**src/rtl/adc_sample_scheduler_pkg.sv**
```systemverilog
// adc_sched_pkg: shared state encoding, default parameters and width helper for the ADC scheduler
package adc_sched_pkg;
  localparam int DEF_CLK_PER_SAMPLE    = 1024;
  localparam int DEF_SAMPLES_PER_SEC   = 3200;
  localparam int DEF_SAMPLES_PER_CYCLE = 64;
  localparam int DEF_CONVST_CYCLES     = 4;
  localparam int DEF_BUSY_TIMEOUT      = 128;
  typedef logic [2:0] state_t;
  localparam state_t S_IDLE      = 3'd0;
  localparam state_t S_WAIT_PPS  = 3'd1;
  localparam state_t S_ARMED     = 3'd2;
  localparam state_t S_CONV      = 3'd3;
  localparam state_t S_BUSY_WAIT = 3'd4;
  localparam state_t S_READ      = 3'd5;
  function automatic int index_w(input int n);
    return n > 1 ? $clog2(n) : 1;
  endfunction
  localparam int INDEX_W = index_w(DEF_SAMPLES_PER_SEC);
endpackage

```
**src/rtl/adc_sample_scheduler_if.sv**
```systemverilog
// adc_sample_scheduler_if: ADC handshake and sample-report bundle between scheduler and front end
interface adc_sample_scheduler_if
  import adc_sched_pkg::*;
#(
  parameter int IW = INDEX_W
);
  logic          adc_busy;
  logic          adc_read_done;
  logic          convst;
  logic          adc_read_req;
  logic          sample_strobe;
  logic [IW-1:0] sample_index;
  logic          pulse_50_hz;
  logic          locked;
  logic          overrun_err;
  logic          timeout_err;
  modport master (
    input  adc_busy, adc_read_done,
    output convst, adc_read_req, sample_strobe, sample_index, pulse_50_hz, locked, overrun_err, timeout_err
  );
  modport slave (
    output adc_busy, adc_read_done,
    input  convst, adc_read_req, sample_strobe, sample_index, pulse_50_hz, locked, overrun_err, timeout_err
  );
endinterface

```
**src/rtl/adc_sample_scheduler_tick.sv**
```systemverilog
// sample_tick_generator: PPS-realigned sample tick, per-second index, 50 Hz sub-counter and lock flag
module sample_tick_generator
  import adc_sched_pkg::*;
#(
  parameter int CLK_PER_SAMPLE    = DEF_CLK_PER_SAMPLE,
  parameter int SAMPLES_PER_SEC   = DEF_SAMPLES_PER_SEC,
  parameter int SAMPLES_PER_CYCLE = DEF_SAMPLES_PER_CYCLE
) (
  input  logic                                  i_clk,
  input  logic                                  i_rst_n,
  input  logic                                  i_enable,
  input  logic                                  i_pps,
  output logic                                  o_tick,
  output logic [index_w(SAMPLES_PER_SEC)-1:0]   o_index_next,
  output logic                                  o_cyc_zero_next,
  output logic                                  o_locked
);
  localparam int TW = index_w(CLK_PER_SAMPLE);
  localparam int IW = index_w(SAMPLES_PER_SEC);
  localparam int YW = index_w(SAMPLES_PER_CYCLE);
  logic [TW-1:0] r_tick_cnt;
  logic [IW-1:0] r_index;
  logic [YW-1:0] r_cyc;
  logic          r_locked;
  logic          w_tick, w_wrap;
  logic [IW-1:0] w_index_next;
  logic [YW-1:0] w_cyc_next;
  assign w_tick       = i_pps || r_tick_cnt == TW'(CLK_PER_SAMPLE - 1);
  assign w_wrap       = r_index == IW'(SAMPLES_PER_SEC - 1);
  assign w_index_next = (i_pps || w_wrap) ? '0 : r_index + 1'b1;
  assign w_cyc_next   = (i_pps || w_wrap || r_cyc == YW'(SAMPLES_PER_CYCLE - 1)) ? '0 : r_cyc + 1'b1;
  assign o_tick          = w_tick;
  assign o_index_next    = w_index_next;
  assign o_cyc_zero_next = w_cyc_next == '0;
  assign o_locked        = r_locked;
  // Free-running sample grid; PPS restarts it, a wrap without PPS means holdover
  always_ff @(posedge i_clk or negedge i_rst_n)
    if (!i_rst_n) begin
      r_tick_cnt <= '0;
      r_index    <= '0;
      r_cyc      <= '0;
      r_locked   <= 1'b0;
    end else if (!i_enable) begin
      r_tick_cnt <= '0;
      r_index    <= '0;
      r_cyc      <= '0;
      r_locked   <= 1'b0;
    end else begin
      r_tick_cnt <= w_tick ? '0 : r_tick_cnt + 1'b1;
      if (w_tick) begin
        r_index <= w_index_next;
        r_cyc   <= w_cyc_next;
      end
      if (i_pps) r_locked <= 1'b1;
      else if (w_tick && w_wrap) r_locked <= 1'b0;
    end
endmodule

```
**src/rtl/adc_sample_scheduler.sv**
```systemverilog
// adc_sample_scheduler: PPS-aligned ADC conversion sequencer with CONVST/busy/read handshake
module adc_sample_scheduler
  import adc_sched_pkg::*;
#(
  parameter int CLK_PER_SAMPLE    = DEF_CLK_PER_SAMPLE,
  parameter int SAMPLES_PER_SEC   = DEF_SAMPLES_PER_SEC,
  parameter int SAMPLES_PER_CYCLE = DEF_SAMPLES_PER_CYCLE,
  parameter int CONVST_CYCLES     = DEF_CONVST_CYCLES,
  parameter int BUSY_TIMEOUT      = DEF_BUSY_TIMEOUT
) (
  input  logic                   i_clk,
  input  logic                   i_rst_n,
  input  logic                   i_enable,
  input  logic                   i_pps_posedge,
  adc_sample_scheduler_if.master bus
);
  localparam int IW = index_w(SAMPLES_PER_SEC);
  localparam int CW = index_w(BUSY_TIMEOUT > CONVST_CYCLES ? BUSY_TIMEOUT : CONVST_CYCLES);
  logic          w_tick, w_cyc_zero_next, w_locked, w_inflight, w_start;
  logic [IW-1:0] w_index_next, r_sample_index;
  logic [CW-1:0] r_cnt;
  state_t        r_state;
  logic          r_convst, r_req, r_strobe, r_pulse, r_overrun, r_timeout;
  sample_tick_generator #(
    .CLK_PER_SAMPLE   (CLK_PER_SAMPLE),
    .SAMPLES_PER_SEC  (SAMPLES_PER_SEC),
    .SAMPLES_PER_CYCLE(SAMPLES_PER_CYCLE)
  ) u_tick (
    .i_clk          (i_clk),
    .i_rst_n        (i_rst_n),
    .i_enable       (i_enable),
    .i_pps          (i_pps_posedge),
    .o_tick         (w_tick),
    .o_index_next   (w_index_next),
    .o_cyc_zero_next(w_cyc_zero_next),
    .o_locked       (w_locked)
  );
  assign w_inflight = r_state inside {S_CONV, S_BUSY_WAIT, S_READ};
  assign w_start    = r_state != S_IDLE && (i_pps_posedge || (w_tick && r_state == S_ARMED));
  assign bus.convst        = r_convst;
  assign bus.adc_read_req  = r_req;
  assign bus.sample_strobe = r_strobe;
  assign bus.sample_index  = r_sample_index;
  assign bus.pulse_50_hz   = r_pulse;
  assign bus.locked        = w_locked;
  assign bus.overrun_err   = r_overrun;
  assign bus.timeout_err   = r_timeout;
  // Sample FSM; a PPS aborts whatever is in flight and restarts at index 0
  always_ff @(posedge i_clk or negedge i_rst_n)
    if (!i_rst_n) begin
      r_state        <= S_IDLE;
      r_cnt          <= '0;
      r_sample_index <= '0;
      r_convst       <= 1'b0;
      r_req          <= 1'b0;
      r_strobe       <= 1'b0;
      r_pulse        <= 1'b0;
      r_overrun      <= 1'b0;
      r_timeout      <= 1'b0;
    end else if (!i_enable) begin
      r_state        <= S_IDLE;
      r_cnt          <= '0;
      r_sample_index <= '0;
      r_convst       <= 1'b0;
      r_req          <= 1'b0;
      r_strobe       <= 1'b0;
      r_pulse        <= 1'b0;
      r_overrun      <= 1'b0;
      r_timeout      <= 1'b0;
    end else begin
      r_strobe <= 1'b0;
      r_pulse  <= 1'b0;
      if (w_tick && !i_pps_posedge && w_inflight) r_overrun <= 1'b1;
      if (w_start) begin
        r_state        <= S_CONV;
        r_cnt          <= '0;
        r_convst       <= 1'b1;
        r_req          <= 1'b0;
        r_sample_index <= w_index_next;
        r_pulse        <= w_cyc_zero_next;
      end else if (r_state == S_IDLE) begin
        r_state <= S_WAIT_PPS;
      end else if (r_state == S_CONV) begin
        r_cnt <= r_cnt == CW'(CONVST_CYCLES - 1) ? '0 : r_cnt + 1'b1;
        if (r_cnt == CW'(CONVST_CYCLES - 1)) begin
          r_convst <= 1'b0;
          r_state  <= S_BUSY_WAIT;
        end
      end else if (r_state == S_BUSY_WAIT) begin
        r_cnt <= r_cnt + 1'b1;
        if (!bus.adc_busy) begin
          r_state <= S_READ;
          r_req   <= 1'b1;
        end else if (r_cnt == CW'(BUSY_TIMEOUT - 1)) begin
          r_timeout <= 1'b1;
          r_state   <= S_ARMED;
        end
      end else if (r_state == S_READ && bus.adc_read_done) begin
        r_req    <= 1'b0;
        r_strobe <= 1'b1;
        r_state  <= S_ARMED;
      end
    end
endmodule
```
**src/flat_wrapper.sv**
```systemverilog
// flat-port wrapper written by rule: the top's interface ports become plain ports
module adc_sample_scheduler_flat import adc_sched_pkg::*;
#(
  parameter int CLK_PER_SAMPLE    = DEF_CLK_PER_SAMPLE,
  parameter int SAMPLES_PER_SEC   = DEF_SAMPLES_PER_SEC,
  parameter int SAMPLES_PER_CYCLE = DEF_SAMPLES_PER_CYCLE,
  parameter int CONVST_CYCLES     = DEF_CONVST_CYCLES,
  parameter int BUSY_TIMEOUT      = DEF_BUSY_TIMEOUT
)
  (i_clk, i_rst_n, i_enable, i_pps_posedge, bus_adc_busy, bus_adc_read_done, bus_convst, bus_adc_read_req, bus_sample_strobe, bus_sample_index, bus_pulse_50_hz, bus_locked, bus_overrun_err, bus_timeout_err);
  adc_sample_scheduler_if bus_i ();
  input  logic i_clk;
  input  logic i_rst_n;
  input  logic i_enable;
  input  logic i_pps_posedge;
  input wire logic [$bits(bus_i.adc_busy)-1:0] bus_adc_busy;
  input wire logic [$bits(bus_i.adc_read_done)-1:0] bus_adc_read_done;
  output wire logic [$bits(bus_i.convst)-1:0] bus_convst;
  output wire logic [$bits(bus_i.adc_read_req)-1:0] bus_adc_read_req;
  output wire logic [$bits(bus_i.sample_strobe)-1:0] bus_sample_strobe;
  output wire logic [$bits(bus_i.sample_index)-1:0] bus_sample_index;
  output wire logic [$bits(bus_i.pulse_50_hz)-1:0] bus_pulse_50_hz;
  output wire logic [$bits(bus_i.locked)-1:0] bus_locked;
  output wire logic [$bits(bus_i.overrun_err)-1:0] bus_overrun_err;
  output wire logic [$bits(bus_i.timeout_err)-1:0] bus_timeout_err;
  assign bus_i.adc_busy = bus_adc_busy;
  assign bus_i.adc_read_done = bus_adc_read_done;
  assign bus_convst = bus_i.convst;
  assign bus_adc_read_req = bus_i.adc_read_req;
  assign bus_sample_strobe = bus_i.sample_strobe;
  assign bus_sample_index = bus_i.sample_index;
  assign bus_pulse_50_hz = bus_i.pulse_50_hz;
  assign bus_locked = bus_i.locked;
  assign bus_overrun_err = bus_i.overrun_err;
  assign bus_timeout_err = bus_i.timeout_err;
  adc_sample_scheduler #(.CLK_PER_SAMPLE(CLK_PER_SAMPLE), .SAMPLES_PER_SEC(SAMPLES_PER_SEC), .SAMPLES_PER_CYCLE(SAMPLES_PER_CYCLE), .CONVST_CYCLES(CONVST_CYCLES), .BUSY_TIMEOUT(BUSY_TIMEOUT)) u_core (.i_clk(i_clk), .i_rst_n(i_rst_n), .i_enable(i_enable), .i_pps_posedge(i_pps_posedge), .bus(bus_i));
endmodule
```
**config.mk**
```make
export PLATFORM = sky130hd
export DESIGN_NAME = adc_sample_scheduler_flat
export DESIGN_NICKNAME = d
export VERILOG_FILES = /design/src/rtl/adc_sample_scheduler_pkg.sv /design/src/rtl/adc_sample_scheduler_if.sv /design/src/rtl/adc_sample_scheduler_tick.sv /design/src/rtl/adc_sample_scheduler.sv /design/src/flat_wrapper.sv
export SDC_FILE = /design/constraint.sdc
export NUM_CORES = 1
export LEC_CHECK = 0
export CORE_MARGIN = 2
export CORE_UTILIZATION = 38
export DETAILED_ROUTE_END_ITERATION = 7
export GPL_TIMING_DRIVEN = 0
export PLACE_DENSITY = 0.63
export SETUP_SLACK_MARGIN = 0.15
export SLEW_MARGIN = 20
export SYNTH_ARGS = -nofsm -noshare
export SYNTH_HDL_FRONTEND = slang
export SYNTH_HIERARCHICAL = 1
export SYNTH_SLANG_ARGS = --single-unit
```
**constraint.sdc**
```tcl
create_clock -name i_clk -period 5.6 [get_ports i_clk]
set_input_delay 1.4 -clock i_clk [delete_from_list [all_inputs] [get_ports i_clk]]
set_output_delay 1.4 -clock i_clk [all_outputs]
set_load 0.01 [all_outputs]
```
# == Word-level counts from Yosys, hierarchy flattened ==
# Cells that the tools add are included.
# word_totals
regBits,57
latchBits,0
ramBits,0
romBits,0
input_bits,6
word_cells,123
memories,0
# classes
addsub,4
mul,0
div_mod_pow,0
order_cmp,0
n_eq_ne,29
shift,0
n_mux,57
n_bitwise,0
n_reduce_logical,20
# ops
cell,count
12-bit two-way mux,5
7-bit two-way mux,6
1-bit two-way mux,32
3-bit two-way mux,9
10-bit two-way mux,2
6-bit two-way mux,3
12-bit by 1-bit adder with 12-bit output (second input constant),1
12-bit equality test (second input constant),1
2-bit by 1-bit inequality test with 1-bit output (second input constant),6
10-bit by 1-bit adder with 10-bit output (second input constant),1
10-bit equality test (second input constant),1
3-bit by 1-bit inequality test with 1-bit output (second input constant),3
4-bit by 1-bit inequality test with 1-bit output (second input constant),2
7-bit by 1-bit adder with 7-bit output (second input constant),1
7-bit by 2-bit equality test with 1-bit output (second input constant),1
7-bit equality test (second input constant),1
7-bit by 5-bit inequality test with 1-bit output (second input constant),1
6-bit by 1-bit adder with 6-bit output (second input constant),1
3-bit by 2-bit equality test with 1-bit output (second input constant),2
3-bit equality test (second input constant),2
6-bit equality test (second input constant),1
1-bit logical AND,6
6-bit logical NOT,1
2-bit inequality test (second input constant),3
other kinds (12),18

# == Longest topological paths before layout ==
# logic_depth
word_depth,8
ltp_mapped,10

# == Cells and area by module ==
# Netlist, hierarchy kept.
# modules_own_cells
module,instances,cells_each,area_per_inst_um2,seq_area_each_um2
sample_tick_generator,1,216,1849.3,725.7
adc_sample_scheduler,1,125,1342.5,700.7

# == Worst setup path after synthesis ==
# No wires, ideal clock.
# synth_timing
path_type,input-to-reg
startpoint,input port i_pps_posedge
endpoint,register u_core.r_sample_index[11] (netlist: u_core/bus.sample_index[11])
setup_ps,121
t_arrival_ps,2846
path_slack_ps,2634
stages,6
cell_sequence,a31oi_2 -> clkinv_1 -> nor3b_1 -> o221a_2 -> clkbuf_1 -> a22o_1
# synth_between
elab_chain_cells,5
# synth_lines
element,line,text
from (decl),flat_wrapper.sv:15,input logic i_pps_posedge;
1-bit logical OR,adc_sample_scheduler_tick.sv:28,assign w_tick = i_pps || r_tick_cnt == TW'(CLK_PER_SAMPLE - 1);
via u_core.w_tick,adc_sample_scheduler.sv:19,"logic w_tick, w_cyc_zero_next, w_locked, w_inflight, w_start;"
1-bit logical AND,adc_sample_scheduler.sv:39,assign w_start = r_state != S_IDLE && (i_pps_posedge || (w_tick && r_state == S_ARMED));
1-bit logical OR,adc_sample_scheduler.sv:39,
1-bit logical AND,adc_sample_scheduler.sv:39,
2-bit by 1-bit inequality test with 1-bit output (no source line),n/a,
to (signal assigned),adc_sample_scheduler.sv:79,r_sample_index <= w_index_next;
to (decl),adc_sample_scheduler.sv:20,"logic [IW-1:0] w_index_next, r_sample_index;"
# The timed path passes the listed nets, and every way through them passes these cells. The select of a mux whose other input is x is not followed.
# A chain may end at the register's enable or synchronous reset.

# == Final worst setup path ==
# Ends and elaborated chain as after synthesis.

==> results.yml <==
clocking:
  cts.path.max_buffers: 2
  cts_root_buf: "clkbuf_8"
  ctsHoldBuffers: 0
  clock_sinks: 57
  path_clk_slew_ps: 60
  htreeDepth: 3
  cts_tree: "yes"
  ctsResizeCount: 0
  post-cts-setup-buffers: 0
  cts_buffers: 9
  clkLatencyLatePin_ps: 330
worst_setup_path:
  required_ps: 5810
  r2r_setup_slack_ps: 2540
  arrival_ps: 4250
  critPathMaxFanout: 12
  cp-start-kind: "primary input"
  worstSetupPathType: "primary input to register"
  critPathCaptureType: "register"
timing:
  drv_slew: 0
  rsz0062_at_grt: "no"
  worst_pin_slew_ps: 622
  clock_skew_ps: 9.92
  fmax_mhz: 248
  setup_tns_ps: 0
  slew_headroom: 0.579
  finalSetupViolCount: 0
  holdWs_ps: 467
  min_period_over_period: 0.720
  period_needed_ps: 4030
  timing.final.ws_setup_ps: 1570
  finalHoldViolations: 0
global_route:
  grt_pass1_wl_um: 13000
  grt_usage: 0.182
  grt_max_degree: 37
  grt_pass1_vias: 2664
  grt_overflow: 0
  antenna_found_initial: 0
cells_and_area:
  nets: 387
  multi_input_area_mm2: 0.00162
  seqCellArea_mm2: 0.00143
  n_fill_cell: 810
  drive_gt1_frac: 0.105
  antenna_cells: 0
  area_growth_syn_to_layout_pct: 17.7
power_and_ir_drop:
  leakage_nw: 1.53
  ir_drop_mv: 0.140
  p_per_area_mw_per_mm2: 256
  finalPower_mw: 0.963
yosys:
  synth_flop_cell: "dfrtp_1"
  synth_area_leaders: "dfrtp_1 45%, nand2_1 3.9%, a22o_1 3.6%"
  syn_nets: 351
  avgSynthCellArea_um2: 9.36
  ys.warnings.count: 6
  synth_seq_area_share: 0.447
  synth_edf_count: 0
  netlist_top_cells_count: "57 x dfrtp_1, 33 x nand2_1, 28 x nor2_1, 20 x nand3_1, 16 x o21ai_0"
  syn_inst: 341
  synth_top_area_share: 0.447
  ys_ff_latch: 57
  yosysMostFrequentCell: "dfrtp_1"
  yosysTopAreaCell: "dfrtp_1"
  async_reset_ff_frac: 1.00
  synthesis.area_mm2: 0.00319
  synth_cell_type_count: 57
floorplan:
  chipWidth_um: 95.7
  start_util: 0.390
  die-area_mm2: 0.00915
  core_mm2: 0.00818
  rows: 33
  die_h_um: 95.7
  io_pins: 25
placed_design:
  dpl.hpwl_um: 5280
  dp_slack_ps: 1290
  gp_congestion: 0.934
  portBuffers: 24
route:
  wl_per_cell_um: 15.7
  drtIter0Drc: 126
  drc_errors: 0
  wirelength_um: 7630
  drtAntennaViolNets: 0
  viasPerCell: 5.59
  vias: 2715
  firstDrtPassIters: 4
min_path:
  hold_class: "register to register"
job:
  cap_violations: 0
outcome:
  outcome: "complete, no violations"
## placed cells by master (no fill, tap or decap), types with 6 or more instances in the layout
master and count:
clkdlybuf4s50_1 23, nand4_1 15, inv_1 10, clkbuf_8 9, nor2_1 28, a22o_1 13
xor2_1 12, nand2b_1 10, a21oi_1 13, nand2_1 33, buf_2 6, a31oi_1 10
clkbuf_1 8, nand3_1 20, o21ai_0 16, xnor2_1 6, dfrtp_1 57, and2_1 8
## report_power, final
group	switching (mW)	total [mW]	internal (mW)
Combinational	0.0976	0.162	0.0642
Sequential	0.0155	0.443	0.428
Clock	0.157	0.358	0.201
Total	0.270	0.963	0.693
## stage by stage
stage	instance area [um^2]	cells	util
after detailed placement	3580	471	0.438
after CTS	3760	486	0.460
after floorplan	3190	341	-
final	3760	486	0.460
after global routing	3760	486	0.460
after global placement	3560	470	0.436
## area by class of cell
cell class                 instances  area share
clock inverter                     4      0.0120
multi-input combinational        255       0.430
inverter                          11      0.0110
tap                              105      0.0350
timing repair buffer              25      0.0686
sequential                        57       0.380
clock buffer                      11      0.0350
buffer                            18      0.0290
## sequential cells by signal, indices dropped and copies added (netlist names)
name	count
u_core/u_tick/r_index	12
u_core/bus.pulse_50_hz	1
u_core/bus.sample_index	12
u_core/bus.overrun_err	1
u_core/bus.adc_read_req	1
u_core/r_cnt	7
u_core/bus.timeout_err	1
u_core/bus.convst	1
u_core/u_tick/o_locked	1
u_core/bus.sample_strobe	1
u_core/u_tick/r_tick_cnt	10
u_core/r_state	3
u_core/u_tick/r_cyc	6
## worst max-delay path, cell delays in order
cell,delay [ps]
clkdlybuf4s50_1,650
a31oi_2,450
clkinv_1,450
nor3b_1,300
o221a_2,340
clkbuf_1,310
a22o_1,320
## cells by family (layout without fill, tap and decap cells)
logic type,Yosys count,count (layout),synth area share
and+or+nand+nor,155,155,0.270
muxes,2,2,0.00627
adders and majority gates,4,4,0.0157
DFF,57,57,0.447
AOI/OAI and AO/OA,76,76,0.165
xor gates and xnor gates,18,18,0.0494
buffers and inverters,29,69,0.0470
## path summary, 6_finish.rpt
check	startpoint	end	cells after the start
worst max-delay path	i_pps_posedge	u_core/bus.sample_index[11]	7
worst min-delay path	u_core/u_tick/r_tick_cnt[0]	u_core/u_tick/r_tick_cnt[0]	1
worst max register to register	u_core/u_tick/r_tick_cnt[0]	u_core/bus.sample_index[11]	8
worst min register to register	u_core/u_tick/r_tick_cnt[0]	u_core/u_tick/r_tick_cnt[0]	1
max in group asynchronous	i_rst_n	u_core/u_tick/r_index[0]	2
min in group asynchronous	i_rst_n	u_core/bus.sample_index[6]	1
## per-layer routing
layer	global-route usage	share of wire	routed length [um]	up-vias
met3	0.0372	0.030	231	4
met2	0.290	0.47	3620	59
li1	-	-	-	1314
met4	0.0679	0.0047	36	0
met1	0.245	0.49	3740	1338
met5	0	0	0	-
Note: power is estimated with default switching activity, not from simulation.
